## config.mk

```make
export PLATFORM = sky130hd
export DESIGN_NAME = dec_input_key
export DESIGN_NICKNAME = d
export VERILOG_FILES = /design/src/rtl/dec_input_key.sv
export SDC_FILE = /design/constraint.sdc
export NUM_CORES = 1
export LEC_CHECK = 0
export ABC_AREA = 1
export CORE_UTILIZATION = 30
export CTS_CLUSTER_SIZE = 30
export DETAILED_ROUTE_END_ITERATION = 16
export PLACE_DENSITY_LB_ADDON = 0.1
export SYNTH_ARGS = -nofsm -noshare
export SYNTH_HDL_FRONTEND = slang
export SYNTH_SLANG_ARGS = --single-unit
```

## constraint.sdc

```tcl
create_clock -name clk -period 1 [get_ports clk]
set_input_delay 0.2 -clock clk [delete_from_list [all_inputs] [get_ports clk]]
set_output_delay 0.2 -clock clk [all_outputs]
set_load 0.005 [all_outputs]
```

## src/rtl/dec_input_key.sv

```systemverilog
// dec_input_key: serial key detector. A KEY_WIDTH-bit key (MSB first) followed by one mode
// bit arrives on inputKey, qualified by validCmd. A matching key plus mode bit latches
// active=1 and the mode until reset. A wrong key parks in an error state until validCmd drops.
// Optional feature: define DEC_INPUT_KEY_ERR_FLAG_EN to add the registered keyErr output.
module dec_input_key #(
   parameter int unsigned            KEY_WIDTH = 4,
   parameter logic [KEY_WIDTH-1:0]   KEY_VALUE = 4'b1010
) (
   input  logic clk,
   input  logic reset,
   input  logic inputKey,
   input  logic validCmd,
   output logic active,
   output logic mode
`ifdef DEC_INPUT_KEY_ERR_FLAG_EN
   ,
   output logic keyErr
`endif
);

   localparam int unsigned CntW = $clog2(KEY_WIDTH + 1);
   localparam logic [CntW-1:0] LastCnt = CntW'(KEY_WIDTH - 1);

   typedef enum logic [2:0] {StIdle, StKey, StMode, StActive, StError} state_e;

   state_e                state_q, state_d;
   logic [CntW-1:0]       cnt_q, cnt_d;
   logic [KEY_WIDTH-1:0]  key_q, key_d;
   logic [KEY_WIDTH:0]    key_cat;
   logic [KEY_WIDTH-1:0]  key_shift;
   logic                  active_q, active_d;
   logic                  mode_q, mode_d;
   logic [1:0]            rst_sync_q, rst_sync_d;
   logic                  rst_int_n;

   // Deassertion synchronizer: assertion clears both flops at once, release ripples in.
   always_comb begin
      rst_sync_d = {rst_sync_q[0], 1'b1};
   end

   // Reset synchronizer flops, asynchronously cleared by the external reset.
   always_ff @(posedge clk or negedge reset) begin
      if (!reset) rst_sync_q <= 2'b00;
      else        rst_sync_q <= rst_sync_d;
   end

   assign rst_int_n = rst_sync_q[1];

   // Key register after shifting in the current bit (new bit lands in the LSB).
   always_comb begin
      key_cat   = {key_q, inputKey};
      key_shift = key_cat[KEY_WIDTH-1:0];
   end

   // State, counter and key register.
   always_ff @(posedge clk or negedge rst_int_n) begin
      if (!rst_int_n) begin
         state_q <= StIdle;
         cnt_q   <= '0;
         key_q   <= '0;
      end else begin
         state_q <= state_d;
         cnt_q   <= cnt_d;
         key_q   <= key_d;
      end
   end

   // Next-state logic: collect key bits, compare on the last one, then take the mode bit.
   always_comb begin
      state_d = state_q;
      cnt_d   = cnt_q;
      key_d   = key_q;
      unique case (state_q)
         StIdle: begin
            if (validCmd) begin
               key_d = key_shift;
               cnt_d = CntW'(1);
               if (KEY_WIDTH == 1) state_d = (key_shift == KEY_VALUE) ? StMode : StError;
               else                state_d = StKey;
            end
         end
         StKey: begin
            if (!validCmd) begin
               state_d = StIdle;
               cnt_d   = '0;
               key_d   = '0;
            end else begin
               key_d = key_shift;
               cnt_d = cnt_q + CntW'(1);
               if (cnt_q == LastCnt) state_d = (key_shift == KEY_VALUE) ? StMode : StError;
            end
         end
         StMode: begin
            if (validCmd) begin
               state_d = StActive;
            end else begin
               state_d = StIdle;
               cnt_d   = '0;
               key_d   = '0;
            end
         end
         StActive: begin
            state_d = StActive;
         end
         StError: begin
            if (!validCmd) begin
               state_d = StIdle;
               cnt_d   = '0;
               key_d   = '0;
            end
         end
         default: begin
            state_d = StIdle;
            cnt_d   = '0;
            key_d   = '0;
         end
      endcase
   end

   // Output next-state: outputs follow the state being entered so they update on the same edge.
   always_comb begin
      active_d = 1'b0;
      mode_d   = 1'b0;
      if (state_d == StActive) begin
         active_d = 1'b1;
         mode_d   = (state_q == StMode) ? inputKey : mode_q;
      end
   end

   // Registered outputs.
   always_ff @(posedge clk or negedge rst_int_n) begin
      if (!rst_int_n) begin
         active_q <= 1'b0;
         mode_q   <= 1'b0;
      end else begin
         active_q <= active_d;
         mode_q   <= mode_d;
      end
   end

   assign active = active_q;
   assign mode   = mode_q;

`ifdef DEC_INPUT_KEY_ERR_FLAG_EN
   logic key_err_q, key_err_d;

   // Error flag mirrors residence in the error state.
   always_comb begin
      key_err_d = (state_d == StError);
   end

   // Registered error flag.
   always_ff @(posedge clk or negedge rst_int_n) begin
      if (!rst_int_n) key_err_q <= 1'b0;
      else            key_err_q <= key_err_d;
   end

   assign keyErr = key_err_q;
`endif

endmodule

```

==> flow_summary.ini, run 1 <==
[status]
outcome = finished, violations left
violations = setup timing

[clock_network]
cts-root-buf = clkbuf_4
cts_tree = built
path_clk_slew_ps = 90
cts.path.max_buffers = 2
cts_max_level = 1
cts_buffers = 3
cts.sink_count = 13
clk_latency_ps = 280

[sta]
rsz0062_at_grt = yes
slew_violations = 0
clock.fmax_mhz = 887
finalSetupViolations = 11
skew_ps = 8.17
fin_hold_ws_ps = 75.0
layout_min_cycle_time_ps = 1130
period_share = 1.13
worst_slack_ps = -128
finalHoldViolations = 0

[setup_path]
critPathArrivalTime_ps = 1340
critPathLaunchType = flip-flop
cp_max_fo = 8
r2r_cells = 7
end_kind = flip-flop
rrSetupSlack_ps = -130
crit_type = reg -> reg
required_ps = 1210

[layout]
layout-drive-gt1-share = 0.368
final_util = 0.453
diodes = 0
syn2layout_area_growth_pct = 39.8
final_nets = 124

[synth]
syn_nets = 99
synth_top_family_by_area = simple AND/OR/NAND/NOR gates
yosys_warnings = 0
syn_avg_cell_area_um2 = 7.78
yosysSeqAreaShare = 0.450
synthMuxAreaShare = 0
ys_ff_latch = 13
netlist_area_um2 = 723
synth-simple-area-share = 0.351
synthCells = 93
synth-xor-area-share = 0
ys_types = 20
synth-adder-area-share = 0.0346
synth_compound_area_frac = 0.0588

[global_routing]
grt-ovfl-total = 0
grt_max_degree = 12
grt_pass1_vias = 610
antenna_found_initial = 0
grt.total_usage = 0.142
grt_pass1_wl_um = 2700

[floorplanning]
fp.dieH_um = 51.1
dieArea_um2 = 2610
placementRows = 17
start_util = 0.324
top_level_ports = 6
dieWidth_um = 51.1
coreArea_um2 = 2230

[route]
ant_nets = 0
drt_wl_total_um = 1540
route.detailed.drc = 0
wl_per_cell_um = 10.6
via_per_inst = 4.46
dr.first_iter.drc_count = 8
drt_pass1_iterations = 4
routed-via-count = 646

[place]
port_buffers = 5
dp_hpwl_um = 1120
gp_congestion = 0.799

[power_and_ir_drop]
p_per_area_nw_per_um2 = 2570
leakagePower_uw = 0.000540
irDropWorstVdd_mv = 0.911

[worst_hold_path]
hp-class = in -> async

[run]
max_cap_viol_count = 0
==> layout by cell type, fill, tap and decap left out <==
cell	n
inv_1	11
nor2_4	3
nor2_1	1
inv_4	1
dfrtp_2	3
o21ai_2	1
clkbuf_4	3
clkbuf_2	1
ha_2	1
clkinv_2	1
nand3_1	12
dfrtp_1	10
nand3_2	1
nand3b_1	1
nand3_4	2
buf_4	15
buf_6	2
nand2_2	2
o21ai_1	1
conb_1	1
nand2_1	30
nand2_4	1
o21ai_0	1
ha_4	1
a21oi_2	1
o211ai_1	3
clkdlybuf4s50_1	3
inv_6	1
inv_2	2
buf_2	1
==> worst max-delay path, cell delays in order (launching register included) <==
cell and delay [ps]:
dfrtp_2 490, nor2_4 170, nand3_2 90, nand2_2 80
inv_4 50, nand2_4 80, nand2_1 50, nand2_1 60
==> stage by stage <==
step           total power (uW)  setup TNS (ps)  setup WS (ps)  std cells  area (um^2)
4_1_cts                    2560           -1190           -144        143          988
3_3_place_gp               2050           -3750           -378        134          892
5_1_grt                    2880           -1930           -237        145         1010
2_1_floorplan              1710            -247          -33.9         93          748
6_report                   2590           -1050           -128        145         1010
3_5_place_dp               2050           -3660           -382        134          892
==> per-layer routing <==
layer,vias to the layer above,GRT usage,routed length [um]
met5,-,0,0
met1,293,0.193,731
li1,340,-,-
met3,2,0.0179,56
met4,0,0.0833,12
met2,11,0.213,742
==> cell type report <==
| class | count | area, um^2 |
|---|---|---|
| multi-input cells | 63 | 380 |
| clock buffers | 3 | 22.5 |
| fillers | 232 | 1220 |
| clock inverters | 1 | 5.00 |
| flip-flops and latches | 13 | 329 |
| inverters | 15 | 63.8 |
| well taps | 28 | 35.0 |
| repair buffers | 22 | 175 |
==> cells by family after synthesis <==
logic type      after synthesis
flops                        13
compound gates                7
simple gates                 53
fa+ha+maj                     2
other cells                   1
buf+inv                      17
==> cell usage after synthesis (all sizes together) <==
master / number / share of area
nand2: 33 / 0.19
inv: 15 / 0.078
nand3: 15 / 0.12
dfrtp: 13 / 0.45
nor2: 4 / 0.038
o211ai: 3 / 0.031
o21ai: 3 / 0.021
buf: 2 / 0.022
ha: 2 / 0.035
a21oi: 1 / 0.0069
conb: 1 / 0.0052
nand3b: 1 / 0.010
==> sequential cells by signal (all words and copies together) (netlist names) <==
name	cells
rst_sync_q	2
state_q	3
key_q	3
cnt_q	3
mode	1
active	1
==> power by group <==
part / switching [uW] / internal (uW)
combinational: 727 / 648
clock: 174 / 148
sequential: 201 / 697
total: 1100 / 1490
==> path summary, 6_finish.rpt <==
| check | startpoint | end |
|---|---|---|
| max | state_q[1]$_DFF_PN0_ | key_q[0]$_DFFE_PN0P_ |
| min | reset | rst_sync_q[1]$_DFF_PN0_ |
| max reg2reg | state_q[1]$_DFF_PN0_ | key_q[0]$_DFFE_PN0P_ |
| min reg2reg | rst_sync_q[1]$_DFF_PN0_ | active$_DFF_PN0_ |
| max in group asynchronous | rst_sync_q[1]$_DFF_PN0_ | state_q[2]$_DFF_PN0_ |
| min in group clk | rst_sync_q[0]$_DFF_PN0_ | rst_sync_q[1]$_DFF_PN0_ |
==> timing repair <==
item,4_1_cts,5_1_grt
resized for setup,17,4
cloned,0,0
setup buffers,5,2
setup endpoints to repair,13,12
pin swaps,4,3
hold buffers,0,0
Note: power is estimated with default switching activity, not from simulation.
==> run 2, diff against run 1 <==
Settings changed: CORE_UTILIZATION 30 to 55.
==> run 2 against run 1 <==
  * Combinational power up 4%
  * Worst setup slack lost 33 ps
  * Global-route usage grew 14 points
  * First-iteration DRC count is 75% higher
  * Flip-flop and latch count unchanged
  * Clock skew is 1.9 ps lower
  * Die area is 44% lower
  * Highest routed layer unchanged
  * The flow still finishes with violations (setup timing)
  * Fmax is 2.8% lower
  * Largest cell class unchanged
  * Critical endpoint is now cnt_q[2]$_DFFE_PN0P_
==> flow_summary.ini, run 2 (synthesis results as in run 1) <==
[clock_network]
clk_latency_ps = 280
cts.path.max_buffers = 2
path_clk_slew_ps = 90
cts_buffers = 3
cts-root-buf = clkbuf_4
cts_tree = built
cts.sink_count = 13
cts_max_level = 1

[layout]
layout-drive-gt1-share = 0.360
final_cell_area_um2 = 961
top_regs = cnt_q: 3 flops, key_q: 3 flops, state_q: 3 flops
diodes = 0
final_util = 0.821
instances_no_fill = 128
filler_cell_count = 69
final_common_cell = nand2_1
mostFrequentLayoutCells = nand2_1, buf_4, nand3_1
final_nets = 121
syn2layout_area_growth_pct = 32.9

[sta]
finalSetupViolations = 11
skew_ps = 6.32
finalHoldViolations = 0
period_share = 1.16
layout_min_cycle_time_ps = 1160
worst_slack_ps = -161
rsz0062_at_grt = yes
slew_violations = 0
clock.fmax_mhz = 862

[route]
drt_pass1_iterations = 4
via_per_inst = 5.21
dr.first_iter.drc_count = 14
ant_nets = 0
wl_per_cell_um = 12.7
route.detailed.drc = 0
drt_wl_total_um = 1630
routed-via-count = 667

[floorplanning]
top_level_ports = 6
dieArea_um2 = 1460
placementRows = 12
dieWidth_um = 38.3
coreArea_um2 = 1170
fp.dieH_um = 38.3
start_util = 0.618

[global_routing]
grt_max_degree = 12
antenna_found_initial = 0
grt_pass1_vias = 677
grt_pass1_wl_um = 2750
grt.total_usage = 0.278
grt-ovfl-total = 0

[place]
placed_cells = 116
gp_congestion = 0.834
placed_area_um2 = 845
port_buffers = 5
post-place-ws_ps = -353
dp_hpwl_um = 1070

[setup_path]
r2r_cells = 8
path_buf_inv = 3
critPathArrivalTime_ps = 1330
required_ps = 1170
cp_common_cell = nand2_1
r2r_end = cnt_q[2]$_DFFE_PN0P_
rrSetupSlack_ps = -160
end_kind = flip-flop
critPathLaunchType = flip-flop
cpLargestDelayFamily = flip-flops
crit_type = reg -> reg
cp_slowest_cell = dfrtp_2
critPathMaxStageDelay_ps = 430
startpoint = state_q[2]$_DFF_PN0_
reg2reg_from = state_q[2]$_DFF_PN0_
cp_max_fo = 8
path_cells = clkinv_4 -> buf_6 -> nand3_2 -> nand2_2 -> inv_4 -> nand2_4 -> nand2_1 -> nand2_1

[status]
outcome = finished, violations left
violations = setup timing

[power_and_ir_drop]
leakagePower_uw = 0.000523
p_per_area_nw_per_um2 = 2740
report.power.total_uw = 2640
irDropWorstVdd_mv = 1.57

[worst_hold_path]
hp-class = in -> async

[run]
max_cap_viol_count = 0
## run 2: cell types whose count changed in the layout (fill, tap and decap cells not counted), sizes merged
cell | before | now
buf | 18 | 15
clkinv | 1 | 2
inv | 15 | 14
## run 2: layer usage
metal  GRT usage  vias to the layer above  part of all wire
met5           0                        -                 0
met4       0.143                        0             0.033
met3      0.0698                        6             0.050
met2       0.479                       21              0.51
met1       0.312                      305              0.40
li1            -                      335                 -
## run 2: what timing repair did
item | CTS | global route
pin swaps | 2 | 2
setup endpoints to repair | 13 | 12
gates resized for setup | 15 | 6
hold buffers | 0 | 0
setup buffers | 6 | 2
## run 2: worst max path at each step
stage	depth (start not counted)	slack [ps]	to
2_1_floorplan	4	-30	state_q[1]$_DFF_PN0_
3_3_place_gp	5	-330	key_q[1]$_DFFE_PN0P_
3_5_place_dp	8	-350	cnt_q[0]$_DFFE_PN0P_
4_1_cts	7	-120	cnt_q[0]$_DFFE_PN0P_
5_1_grt	8	-210	cnt_q[1]$_DFFE_PN0P_
6_report	8	-160	cnt_q[2]$_DFFE_PN0P_
## run 2: final cells by class
type,count,area (um^2),share of cell area
flip-flops and latches,13,329,0.342
clock inverters,1,5.00,0.00521
repair buffers,19,149,0.155
clock buffers,3,22.5,0.0234
well taps,14,17.5,0.0182
inverters,15,63.8,0.0664
multi-input cells,63,374,0.389
## run 2: worst register-to-register path, stage by stage (launching register included)
cell and delay (ps):
dfrtp_2 430, clkinv_4 110, buf_6 130, nand3_2 70, nand2_2 60, inv_4 80, nand2_4 70, nand2_1 60
nand2_1 50
## run 2: through the flow
| step | hold slack (ps) | TNS [ps] |
|---|---|---|
| after global placement | 185 | -3120 |
| after floorplan | -95.6 | -247 |
| final | 71.7 | -1370 |
| after global routing | 81.3 | -2040 |
| after detailed placement | 185 | -3320 |
| after CTS | 79.0 | -1020 |
## run 2: power breakdown
| part | internal, uW | total [uW] | switching [uW] |
|---|---|---|---|
| Clock | 148 | 328 | 180 |
| Sequential | 697 | 890 | 193 |
| Combinational | 648 | 1420 | 771 |
==> run 3, diff against run 2 <==
Settings changed: CTS_CLUSTER_DIAMETER from default to 120.
Clock period 1 ns to 1.4 ns, I/O delays scaled along.
==> run 3 against run 2 <==
  * First-iteration DRC count is 14% lower
  * Via count is 9.9% lower
  * The run now ends clean
  * Cell count is 9.4% lower
  * Flip-flop and latch count stayed put
  * Clock power is 29% lower
  * Power is 42% lower
  * Fmax is 4.2% lower
  * Wire length is 16% lower
  * Critical path type unchanged
  * Register-to-register slack better by 350 ps
  * Utilization is 12 points lower
  * Non-clock buffer count is 12 lower
==> flow_summary.ini, run 3 (synthesis results as in run 1) <==
[power_and_ir_drop]
switchingPower_uw = 668
p_per_area_nw_per_um2 = 1870
irDropWorstVdd_mv = 1.04
leakagePower_uw = 0.000481
sw_frac_of_total = 0.437
p_clk_frac = 0.151
p_int_uw = 863
pwr-share-seq = 0.403
pwr-share-comb = 0.446

[setup_path]
cp_common_cell = nand2_1
critPathArrivalTime_ps = 1430
path_buf_inv = 0
cp_slowest_cell = dfrtp_1
r2r_cells = 5
path_cells = o21ai_1 -> nand3_2 -> nand2_4 -> nand2_1 -> nand2_1
critPathLaunchType = flip-flop
rrSetupSlack_ps = 190
r2r_end = cnt_q[2]$_DFFE_PN0P_
cpLargestDelayFamily = flip-flops
reg2reg_from = state_q[1]$_DFF_PN0_
end_kind = flip-flop
cp_max_fo = 8
crit_type = reg -> reg
required_ps = 1620
critPathMaxStageDelay_ps = 480

[floorplanning]
placementRows = 12
fp.dieH_um = 38.3
start_util = 0.618
dieArea_um2 = 1460
coreArea_um2 = 1170
dieWidth_um = 38.3
top_level_ports = 6

[sta]
rsz0062_at_grt = no
layout_min_cycle_time_ps = 1210
finalHoldViolations = 0
skew_ps = 5.55
period_share = 0.865
tns_ps = 0
fin_hold_ws_ps = 155
finalSetupViolations = 0
clock.fmax_mhz = 825
slew_violations = 0

[clock_network]
cts_setup_buffers = 0
cts-root-buf = clkbuf_4
post_cts_resized = 1
cts_buffers = 3
cts_hold_buf = 0
cts.path.max_buffers = 2
cts_tree = built
cts_max_level = 1
path_clk_slew_ps = 70
cts.sink_count = 13
clk_latency_ps = 280

[route]
route.detailed.drc = 0
routed-via-count = 601
ant_nets = 0
drt_wl_total_um = 1360
via_per_inst = 5.18
wl_per_cell_um = 11.8
drt_pass1_iterations = 4
dr.first_iter.drc_count = 12

[layout]
mostFrequentLayoutCells = nand2_1, nand3_1, dfrtp_1
syn2layout_area_growth_pct = 13.0
diodes = 0
top_regs = cnt_q: 3 flops, key_q: 3 flops, state_q: 3 flops
layout-drive-gt1-share = 0.157
final_common_cell = nand2_1
final_nets = 109

[global_routing]
antenna_found_initial = 0
grt_pass1_vias = 588
grt-ovfl-total = 0
grt_max_degree = 12
grt.total_usage = 0.253
grt_pass1_wl_um = 2390

[place]
gp_congestion = 0.813
dp_hpwl_um = 1030
port_buffers = 5

[worst_hold_path]
hp-class = in -> async

[status]
outcome = finished, final reports clean

[run]
max_cap_viol_count = 0
run 3: cell count changes in the layout (fill, tap and decap cells not counted), moves of 3 or more:
cell,change
buf_4,-11
nand2_2,-3
dfrtp_1,+3
dfrtp_2,-3
nand2_1,+3
run 3: per-stage QoR:
step | area, um^2 | utilization | setup slack [ps] | cells | power [uW]
3_3_place_gp | 790 | 0.674 | -37.4 | 112 | 1300
3_5_place_dp | 790 | 0.674 | -58.2 | 112 | 1310
6_report | 817 | 0.698 | 189 | 116 | 1530
5_1_grt | 817 | 0.698 | 82.4 | 116 | 1700
4_1_cts | 815 | 0.696 | 4.59 | 116 | 1540
2_1_floorplan | 723 | - | 297 | 93 | 1170
run 3: worst max-delay path by stage:
stage                               from              endpoint  slack [ps]  depth (start not counted)
floorplan           cnt_q[0]$_DFFE_PN0P_  state_q[1]$_DFF_PN0_         300                          4
global placement                validCmd  key_q[1]$_DFFE_PN0P_         -40                          8
detailed placement              validCmd  cnt_q[2]$_DFFE_PN0P_         -60                          8
CTS                     active$_DFF_PN0_                active           5                          1
global route        state_q[2]$_DFF_PN0_  state_q[0]$_DFF_PN0_          80                          5
finish              state_q[1]$_DFF_PN0_  cnt_q[2]$_DFFE_PN0P_         190                          5
run 3: power groups by stage:
stage	Combinational, uW	Sequential [uW]	Clock [uW]
detailed placement	684	627	0
CTS	688	619	236
global route	792	639	269
floorplan	597	574	0
global placement	672	627	0
finish	682	617	232
run 3: layer usage:
metal	track usage	wire length (um)	up-vias	share of wire
met1	0.324	623	276	0.46
met3	0.0698	64	5	0.047
li1	-	-	306	-
met5	0	0	-	0
met2	0.386	647	14	0.47
met4	0.134	26	0	0.019
run 3: final cells by class:
cell class / instances / area (um^2)
clock buffers: 4 / 26.3
well taps: 14 / 17.5
fillers: 96 / 354
repair buffers: 7 / 66.3
multi-input cells: 63 / 325
inverters: 15 / 56.3
flip-flops and latches: 13 / 325
